$ cat config.mk
export PLATFORM = sky130hd
export DESIGN_NAME = sum_lt_sched_flat
export DESIGN_NICKNAME = d
export VERILOG_FILES = /design/src/rtl/sum_lt_sched_if.sv /design/src/rtl/sum_lt_sched.sv /design/src/flat_wrapper.sv
export SDC_FILE = /design/constraint.sdc
export NUM_CORES = 1
export LEC_CHECK = 0
export BUFFER_PORTS_ARGS = -buffer_cell sky130_fd_sc_hd__buf_2
export CORE_UTILIZATION = 43
export CTS_CLUSTER_SIZE = 30
export DETAILED_ROUTE_END_ITERATION = 6
export MAX_ROUTING_LAYER = met4
export PLACE_DENSITY = 0.84
export REMOVE_ABC_BUFFERS = 1
export SYNTH_ARGS = -nofsm -noshare
export SYNTH_HDL_FRONTEND = slang
export SYNTH_SLANG_ARGS = --single-unit
$ cat constraint.sdc
create_clock -name clk -period 2 [get_ports clk]
set_input_delay 0.4 -clock clk [delete_from_list [all_inputs] [get_ports clk]]
set_output_delay 0.4 -clock clk [all_outputs]
set_load 0.005 [all_outputs]
$ cat src/rtl/sum_lt_sched_if.sv
// Request/response bundle for the shared sum-vs-threshold compare scheduler.
// master = requester/consumer side, slave = scheduler side.
interface sum_lt_sched_if #(
  parameter int NREQ = 4,
  parameter int A_W  = 3,
  parameter int B_W  = 4,
  parameter int T_W  = 9
);
  localparam int ID_W = $clog2(NREQ);

  logic [NREQ-1:0]     req_valid;
  logic [NREQ-1:0]     req_ready;
  logic [NREQ*A_W-1:0] req_a;
  logic [NREQ*B_W-1:0] req_b;
  logic [NREQ*T_W-1:0] req_thr;
  logic                rsp_valid;
  logic                rsp_ready;
  logic [ID_W-1:0]     rsp_id;
  logic                rsp_lt;

  modport master (
    output req_valid, req_a, req_b, req_thr, rsp_ready,
    input  req_ready, rsp_valid, rsp_id, rsp_lt
  );

  modport slave (
    input  req_valid, req_a, req_b, req_thr, rsp_ready,
    output req_ready, rsp_valid, rsp_id, rsp_lt
  );
endinterface

$ cat src/rtl/sum_lt_sched.sv
// Round-robin scheduler sharing one (a + b) < thr compare unit among NREQ requesters.
// Optional SUM_LT_SCHED_B2B_EN: re-arbitrate in the response-accept cycle (2 cycles per transaction).
//
// state | meaning
// IDLE  | waiting for any req_valid; grant and capture operands
// CALC  | evaluate compare on registered operands
// RESP  | hold result until rsp_ready
module sum_lt_sched #(
  parameter int NREQ = 4,
  parameter int A_W  = 3,
  parameter int B_W  = 4,
  parameter int T_W  = 9
) (
  input  logic           clk,
  input  logic           rst_n,
  sum_lt_sched_if.slave  bus
);
  localparam int ID_W = $clog2(NREQ);
  localparam int S_W  = ((A_W > B_W) ? A_W : B_W) + 1;
  localparam int C_W  = (S_W > T_W) ? S_W : T_W;

  typedef enum logic [1:0] {IDLE, CALC, RESP} state_t;

  state_t          state, state_nxt;
  logic [ID_W-1:0] rr_ptr;
  logic [A_W-1:0]  op_a;
  logic [B_W-1:0]  op_b;
  logic [T_W-1:0]  op_thr;
  logic [ID_W-1:0] op_id;
  logic            rsp_valid_q;
  logic [ID_W-1:0] rsp_id_q;
  logic            rsp_lt_q;

  logic            gnt_found;
  logic [ID_W-1:0] gnt_idx;
  logic [ID_W-1:0] cand;
  logic            arb_en;
  logic            grant;
  logic [A_W-1:0]  sel_a;
  logic [B_W-1:0]  sel_b;
  logic [T_W-1:0]  sel_thr;
  logic            lt_calc;

  // First valid requester at or after rr_ptr, wrapping.
  always_comb begin
    gnt_found = 1'b0;
    gnt_idx   = '0;
    cand      = '0;
    for (int k = 0; k < NREQ; k++) begin
      cand = ID_W'((int'(rr_ptr) + k) % NREQ);
      if (!gnt_found && bus.req_valid[cand]) begin
        gnt_found = 1'b1;
        gnt_idx   = cand;
      end
    end
  end

`ifdef SUM_LT_SCHED_B2B_EN
  assign arb_en = (state == IDLE) || ((state == RESP) && bus.rsp_ready);
`else
  assign arb_en = (state == IDLE);
`endif

  assign grant = arb_en && gnt_found;

  always_comb begin
    bus.req_ready = '0;
    sel_a         = '0;
    sel_b         = '0;
    sel_thr       = '0;
    if (rst_n && grant) bus.req_ready[gnt_idx] = 1'b1;
    for (int i = 0; i < NREQ; i++) begin
      if (gnt_idx == ID_W'(i)) begin
        sel_a   = bus.req_a[i*A_W +: A_W];
        sel_b   = bus.req_b[i*B_W +: B_W];
        sel_thr = bus.req_thr[i*T_W +: T_W];
      end
    end
  end

  // Zero-extended to a common width so the sum can never wrap.
  assign lt_calc = (C_W'(op_a) + C_W'(op_b)) < C_W'(op_thr);

  always_ff @(posedge clk or negedge rst_n) begin
    if (!rst_n) state <= IDLE;
    else        state <= state_nxt;
  end

  always_comb begin
    state_nxt = state;
    case (state)
      IDLE:    if (grant) state_nxt = CALC;
      CALC:    state_nxt = RESP;
      RESP:    if (bus.rsp_ready) state_nxt = grant ? CALC : IDLE;
      default: state_nxt = IDLE;
    endcase
  end

  always_ff @(posedge clk or negedge rst_n) begin
    if (!rst_n) begin
      rr_ptr      <= '0;
      op_a        <= '0;
      op_b        <= '0;
      op_thr      <= '0;
      op_id       <= '0;
      rsp_valid_q <= 1'b0;
      rsp_id_q    <= '0;
      rsp_lt_q    <= 1'b0;
    end else begin
      if (grant) begin
        op_a   <= sel_a;
        op_b   <= sel_b;
        op_thr <= sel_thr;
        op_id  <= gnt_idx;
        rr_ptr <= (gnt_idx == ID_W'(NREQ - 1)) ? '0 : gnt_idx + 1'b1;
      end
      if (state == CALC) begin
        rsp_lt_q    <= lt_calc;
        rsp_id_q    <= op_id;
        rsp_valid_q <= 1'b1;
      end else if ((state == RESP) && bus.rsp_ready) begin
        rsp_valid_q <= 1'b0;
      end
    end
  end

  assign bus.rsp_valid = rsp_valid_q;
  assign bus.rsp_id    = rsp_id_q;
  assign bus.rsp_lt    = rsp_lt_q;
endmodule

$ cat src/flat_wrapper.sv
// flat-port wrapper written by rule: the top's interface ports become plain ports
module sum_lt_sched_flat 
#(
  parameter int NREQ = 4,
  parameter int A_W  = 3,
  parameter int B_W  = 4,
  parameter int T_W  = 9
)
  (clk, rst_n, bus_req_valid, bus_req_a, bus_req_b, bus_req_thr, bus_rsp_ready, bus_req_ready, bus_rsp_valid, bus_rsp_id, bus_rsp_lt);
  sum_lt_sched_if #(.NREQ(NREQ), .A_W(A_W), .B_W(B_W), .T_W(T_W)) bus_i ();
  input  logic clk;
  input  logic rst_n;
  input wire logic [$bits(bus_i.req_valid)-1:0] bus_req_valid;
  input wire logic [$bits(bus_i.req_a)-1:0] bus_req_a;
  input wire logic [$bits(bus_i.req_b)-1:0] bus_req_b;
  input wire logic [$bits(bus_i.req_thr)-1:0] bus_req_thr;
  input wire logic [$bits(bus_i.rsp_ready)-1:0] bus_rsp_ready;
  output wire logic [$bits(bus_i.req_ready)-1:0] bus_req_ready;
  output wire logic [$bits(bus_i.rsp_valid)-1:0] bus_rsp_valid;
  output wire logic [$bits(bus_i.rsp_id)-1:0] bus_rsp_id;
  output wire logic [$bits(bus_i.rsp_lt)-1:0] bus_rsp_lt;
  assign bus_i.req_valid = bus_req_valid;
  assign bus_i.req_a = bus_req_a;
  assign bus_i.req_b = bus_req_b;
  assign bus_i.req_thr = bus_req_thr;
  assign bus_i.rsp_ready = bus_rsp_ready;
  assign bus_req_ready = bus_i.req_ready;
  assign bus_rsp_valid = bus_i.rsp_valid;
  assign bus_rsp_id = bus_i.rsp_id;
  assign bus_rsp_lt = bus_i.rsp_lt;
  sum_lt_sched #(.NREQ(NREQ), .A_W(A_W), .B_W(B_W), .T_W(T_W)) u_core (.clk(clk), .rst_n(rst_n), .bus(bus_i));
endmodule
==> results of run 1 <==
## report_power, final
part / switching, mW / internal, mW
clock network: 0.169 / 0.135
registers: 0.260 / 0.806
logic: 1.82 / 1.75
total: 2.24 / 2.69
## kinds of logic after synthesis
logic type | count (synthesis) | synth area share, %
simple gates | 52 | 12.7
flops | 26 | 35.3
compound gates | 96 | 30.3
buf+inv | 41 | 9.23
fa+ha+maj | 12 | 8.55
xor+xnor | 2 | 0.950
mux | 5 | 2.98
## registers in the layout (all words and copies together), names as in the netlist
register and count:
u_core.bus.rsp_id 2, u_core.rr_ptr 2, u_core.op_b 4, u_core.state 2, u_core.op_id 2, u_core.op_a 3, u_core.op_thr 9, u_core.bus.rsp_lt 1
u_core.bus.rsp_valid 1
## what timing repair did
action,in CTS,in global routing
pin swaps,25,35
hold buffers,1,0
resized for setup,56,59
gates cloned,4,2
hold endpoints to repair,4,0
setup buffers,6,1
setup endpoints to repair,18,21
## stage by stage
step | cells | hold WS, ns | area, sq um | utilization (%) | setup TNS, ns
2_1_floorplan | 217 | 0.104 | 1760 | - | -3.88
3_3_place_gp | 366 | 0.248 | 2370 | 58.5 | -0.381
3_5_place_dp | 366 | 0.250 | 2370 | 58.5 | -1.43
4_1_cts | 380 | 0.430 | 2770 | 68.2 | -1.25
5_1_grt | 380 | 0.436 | 3050 | 75.1 | -6.45
6_report | 380 | 0.424 | 3050 | 75.1 | -5.48
## layout make-up
type	count	area, sq um
Sequential cell	26	653
Fill cell	246	1010
Multi-Input combinational cell	167	1390
Clock buffer	3	41.3
Timing Repair Buffer	110	815
Inverter	24	90.1
Tap cell	50	62.6
## worst register-to-register path, stage by stage, from the launching register on
cell and delay (ns):
dfrtp_2 0.47, mux2i_2 0.30, a221o_1 0.34, inv_2 0.12
ha_4 0.18, buf_8 0.14, buf_12 0.15, a21oi_4 0.14
o21ai_4 0.07, a22oi_2 0.17, a21oi_1 0.09
## worst paths after layout
kind | cells after the start | slack [ns] | to
max | 5 | -0.39 | bus_req_ready[2]
min | 3 | 0.42 | u_core.op_thr[7]
max reg2reg | 10 | -0.27 | u_core.op_b[2]
min reg2reg | 1 | 0.51 | u_core.bus.rsp_id[1]
max in group asynchronous | 3 | 0.94 | u_core.rr_ptr[1]
min in group asynchronous | 2 | 0.50 | u_core.op_thr[7]
## cells in the final DEF (no fill, tap or decap), types with 9 or more instances in the layout
| cell type | count |
|---|---|
| nor2_1 | 19 |
| dfrtp_1 | 24 |
| inv_1 | 22 |
| buf_2 | 76 |
| a22oi_1 | 9 |
| a21oi_4 | 11 |
| a21oi_2 | 16 |
| buf_4 | 17 |
| nand2_1 | 18 |
| a21oi_1 | 27 |
## metal layers
| metal | up-vias | GRT usage [%] |
|---|---|---|
| met5 | - | - |
| li1 | 1001 | - |
| met3 | 43 | 5.41 |
| met2 | 138 | 43.9 |
| met4 | 0 | 19.1 |
| met1 | 1024 | 32.8 |
==> run summary, run 1 <==
Post-Route M1 WL = 2520 microns
Hold Crit Start = bus_req_thr[34]
Site row count = 23
CTS Buf Count = 3
Via count = 2206
Clock transition at the registers of the reported paths = 0.09 ns
Critical Path Source = u_core.rr_ptr[1]
Area leader, netlist = dfrtp_1
Worst Hold Class = in2reg
Chip height = 67.5 microns
Area Overhead vs Synth = 65.3%
WP data arrival = 1.99 ns
Most used DFF post-synth = dfrtp_1
Die X = 67.5 microns
Total gr overflow = 0
Synthesis Warnings = 0
Clock sinks = 26
Antenna violation net count after detailed routing = 0
Post-synth cell types = 32
Post-DP HPWL = 3530 microns
Crit share post-route = 120%
Final wirelength = 7010 microns
Port Buffers = 78
Final Skew = 0.00327 ns
FMAX = 418 MHz
#FFs+latches synth = 26
Power per Cell Area = 1620 mW/mm^2
Post-route setup slack = -0.393 ns
Worst Tran Pin Value = 0.513 ns
Vias in the first global route = 1977
Met3 WL = 485 microns
Power, Total = 4.94 mW
Crit-path max cell delay = 0.47 ns
Delay-heaviest family, CP = flip-flops
Min Tclk post-route = 2.39 ns
Post-layout net count = 415
Worst R2R Start = u_core.rr_ptr[1]
Metal2 WL = 3510 microns
Synthesized area = 0.00184 sq mm
Uppermost layer routed = met4
Final setup violation count = 21
# IOs = 79
Max Buffers Root-to-Sink = 2
Mean Syn Cell Area = 7.88 sq um
First drt pass iteration count = 7
Startpoint types = register
Slew Viols, Final = 0
Clock latency at the later pin of the worst-skew pair = 0.27 ns
DR iter-0 viols = 250
Antenna diodes = 0
Top post-synthesis cells by count = 54 x a21oi_1, 26 x dfrtp_1, 24 x inv_1
DR WL/cell = 18.4 microns
Total core area = 0.00406 sq mm
Hold Fails Final Rpt = 0
WP buf/inv = 1
First-pass GRT wire length = 9140 microns
Pin count of the biggest net entering global routing = 23
RSZ-0062 raised after global routing = yes
Most numerous cell in the Yosys netlist = a21oi_1
Max-cap violation count = 0
Initial Utilization = 45.5%
CTS tree = yes
Max H-tree Level = 1
Place WS = -0.152 ns
Peak supply drop = 0.878 mV
Crit path max fanout = 5
DR vias/cell = 5.81
Clock Root Buffer = clkbuf_8
GP Congestion = 0.805
GR Util All Layers = 28.3%
Antenna violations before repair = 0
Crit-path cells = mux2i_2 > a221o_1 > ha_2 > and3_1 > buf_2
Slew headroom = 65.5%
Critical path class = reg2out
Mapped Cells = 234
Outcome = finished with violations
Slowest cell on crit path = dfrtp_2
Synth top area share = 35.3%
Leakage = 1.43 nW
Die area = 0.00455 sq mm
Ys async rst share = 100%
CP required = 1.60 ns
Violated checks = negative setup slack
Number of enable flip-flop cells after synthesis = 0
Number of remaining DRC errors = 0
Layout cells sized above 1 = 54.2%
CP endpoint kind = primary output
Sequential area share after synthesis = 35.3%
Synth top area cells = dfrtp_1 35%, a21oi_1 15%, ha_1 7.5%
Note: power is estimated with default switching activity, not from simulation.
==> inputs of run 2 (changes only) <==
- SKIP_LAST_GASP: not set -> 1
==> run 2 against run 1 <==
Against the previous run:
- the flow still finishes with violations (negative setup slack)
- clock skew is essentially flat
- largest cell class unchanged
- sequential cell count is the same
- cell area shrank 1.1%
- largest power group unchanged
- power shrank 0.95%
- hold slack gained 0.012 ns
- routed wire length shrank 1.6%
- critical endpoint is now bus_req_ready[3]
==> run summary, run 2 (same netlist as run 1, synthesis figures left out) <==
Hold Fails Final Rpt = 0 (unchanged)
Antenna violations before repair = 0 (unchanged)
First-pass GRT wire length = 9140 microns (about the same)
Peak supply drop = 0.882 mV (+0.49%)
Combinational Power Share = 72.1% (about the same)
CP required = 1.60 ns (about the same)
Worst Tran Pin Value = 0.579 ns (+0.0667 ns)
GR Util All Layers = 28.3% (+0.037 points)
First drt pass iteration count = 4 (-3)
Max Buffers Root-to-Sink = 2 (unchanged)
Most frequent cells in the layout = 76 x buf_2, 32 x a21oi_1, 24 x dfrtp_1, 22 x inv_1, 19 x nor2_1
Crit share post-route = 118% (-1.3 points)
Fin area = 0.00301 sq mm (-1.1%)
CTS tree = yes
CP endpoint kind = primary output
Clock sinks = 26 (unchanged)
Worst R2R Start = u_core.rr_ptr[1]
Crit-path max cell delay = 0.48 ns (about the same)
Worst Hold Class = in2reg
# IOs = 79 (unchanged)
GP Congestion = 0.805 (unchanged)
Clock Root Buffer = clkbuf_8
Antenna diodes = 0 (unchanged)
Vias in the first global route = 1973 (-0.20%)
RSZ-0062 raised after global routing = yes
Leakage = 1.42 nW (-0.40%)
DR WL/cell = 18.2 microns (-1.6%)
Critical Path Source = u_core.rr_ptr[1]
Final cell count without fillers = 380 (unchanged)
Largest Register = u_core.op_thr
Top Registers = u_core.op_thr x9, u_core.op_b x4, u_core.op_a x3
Pint = 2.67 mW (-0.92%)
Total core area = 0.00406 sq mm (unchanged)
Commonest non-fill, non-tap cell in the layout = buf_2
Min Tclk post-route = 2.37 ns (-0.0267 ns)
Slew Viols, Final = 0 (unchanged)
DR vias/cell = 5.71 (-1.6%)
Port Buffers = 78 (unchanged)
Number of remaining DRC errors = 0 (unchanged)
Post-route setup slack = -0.367 ns (+0.0267 ns)
Clock transition at the registers of the reported paths = 0.09 ns (about the same)
Slowest cell on crit path = dfrtp_2
Layout cells sized above 1 = 52.1% (-2.1 points)
Startpoint types = register
Initial Utilization = 45.5% (unchanged)
Power per Cell Area = 1620 mW/mm^2 (+0.20%)
FMAX = 423 MHz (+1.1%)
R2R depth = 11 (+1)
WP buf/inv = 2 (+1)
Sequential share of power = 21.8% (+0.2 points)
Site row count = 23 (unchanged)
Die X = 67.5 microns (unchanged)
Total gr overflow = 0 (unchanged)
Max-cap violation count = 0 (unchanged)
Chip height = 67.5 microns (unchanged)
Max FFs per register = 9 (unchanged)
Hold Path Sink = u_core.op_b[0]
Die area = 0.00455 sq mm (unchanged)
Crit-path cells = nor3b_2 > a211oi_2 > nor2_2 > buf_4 > ha_4 > and3_4 > buf_6
Clock latency at the later pin of the worst-skew pair = 0.27 ns (about the same)
Worst reg2reg endpoint = u_core.op_thr[2]
Hold path depth = 3 (unchanged)
Hold Crit Start = bus_req_b[12]
Placed cell areas = 0.00237 sq mm (unchanged)
Violated checks = negative setup slack
Pin count of the biggest net entering global routing = 23 (unchanged)
Delay-heaviest family, CP = simple AND/OR/NAND/NOR gates
Crit path max fanout = 5 (unchanged)
Antenna violation net count after detailed routing = 0 (unchanged)
Critical path class = reg2out
Placed cells = 366 (unchanged)
Post-DP HPWL = 3530 microns (unchanged)
Slew headroom = 61.0% (-4.5 points)
WP data arrival = 1.97 ns (-0.02 ns)
Sw Share = 45.4% (about the same)
Share of total power in the clock network = 6.1% (about the same)
Filler cells = 245 (-0.41%)
CTS Buf Count = 3 (unchanged)
Area Overhead vs Synth = 63.4%
Final wirelength = 6900 microns (-1.6%)
Sw power = 2.22 mW (-0.98%)
R2R Setup Slk = -0.32 ns (-0.05 ns)
Post-layout net count = 415 (unchanged)
Outcome = finished with violations
Final setup violation count = 21 (unchanged)
Via count = 2171 (-1.6%)
DR iter-0 viols = 208 (-17%)
Final Skew = 0.00342 ns (+0.000147 ns)
Max H-tree Level = 1 (unchanged)
-- run 2: power groups by stage --
stage	clock network [mW]	registers (mW)	logic (mW)
after CTS	0.293	1.03	2.87
after global placement	0	1.00	2.16
after detailed placement	0	1.02	2.24
final	0.296	1.07	3.53
after floorplan	0	0.974	1.54
after global routing	0.323	1.09	3.77
-- run 2: worst max-delay path by stage --
| stage | cells past startpoint | slack [ns] | endpoint |
|---|---|---|---|
| after floorplan | 5 | -0.35 | bus_req_ready[3] |
| after global placement | 8 | -0.05 | u_core.bus.rsp_lt |
| after detailed placement | 8 | -0.15 | u_core.bus.rsp_lt |
| after CTS | 7 | -0.17 | bus_req_ready[0] |
| after global routing | 7 | -0.40 | bus_req_ready[3] |
| final | 7 | -0.37 | bus_req_ready[3] |
-- run 2: worst reg2reg max path: cells and delay by family (launching register included) --
family | cells | cell delay [ns]
buf+inv | 3 | 0.38
flops | 1 | 0.48
simple gates | 2 | 0.53
fa+ha+maj | 1 | 0.18
compound gates | 5 | 0.62
-- run 2: repair_timing --
item                                    CTS  global route
hold endpoints to repair                  4             0
cloned                                    4             2
buffers inserted                          6             1
endpoints found under the setup margin   18            21
pin swaps                                23            37
hold buffers                              1             0
gates resized for setup                  54            53
-- run 2: per-layer routing --
metal | GRT usage [%] | part of all wire [%] | up-vias
met2 | 43.9 | 51 | 111
met4 | 19.1 | 4.1 | 0
met1 | 32.9 | 39 | 1031
met3 | 5.41 | 5.9 | 28
met5 | - | 0 | -
li1 | - | - | 1001
-- run 2: through the flow --
step	hold slack (ns)	util [%]	total power [mW]	TNS, ns	setup WS [ns]
floorplan	0.104	-	2.51	-3.88	-0.345
global placement	0.248	58.5	3.16	-0.381	-0.0525
finish	0.436	74.3	4.89	-4.81	-0.367
global route	0.449	74.3	5.18	-5.75	-0.396
CTS	0.430	68.1	4.20	-1.30	-0.169
detailed placement	0.250	58.5	3.27	-1.43	-0.152
-- run 2: layout make-up --
type,instances,area (sq um),area share (%)
tap,50,62.6,2.08
timing repair buffer,110,815,27.0
sequential,26,653,21.7
clock buffer,3,41.3,1.37
inverter,24,90.1,2.99
multi-input combinational,167,1350,44.9
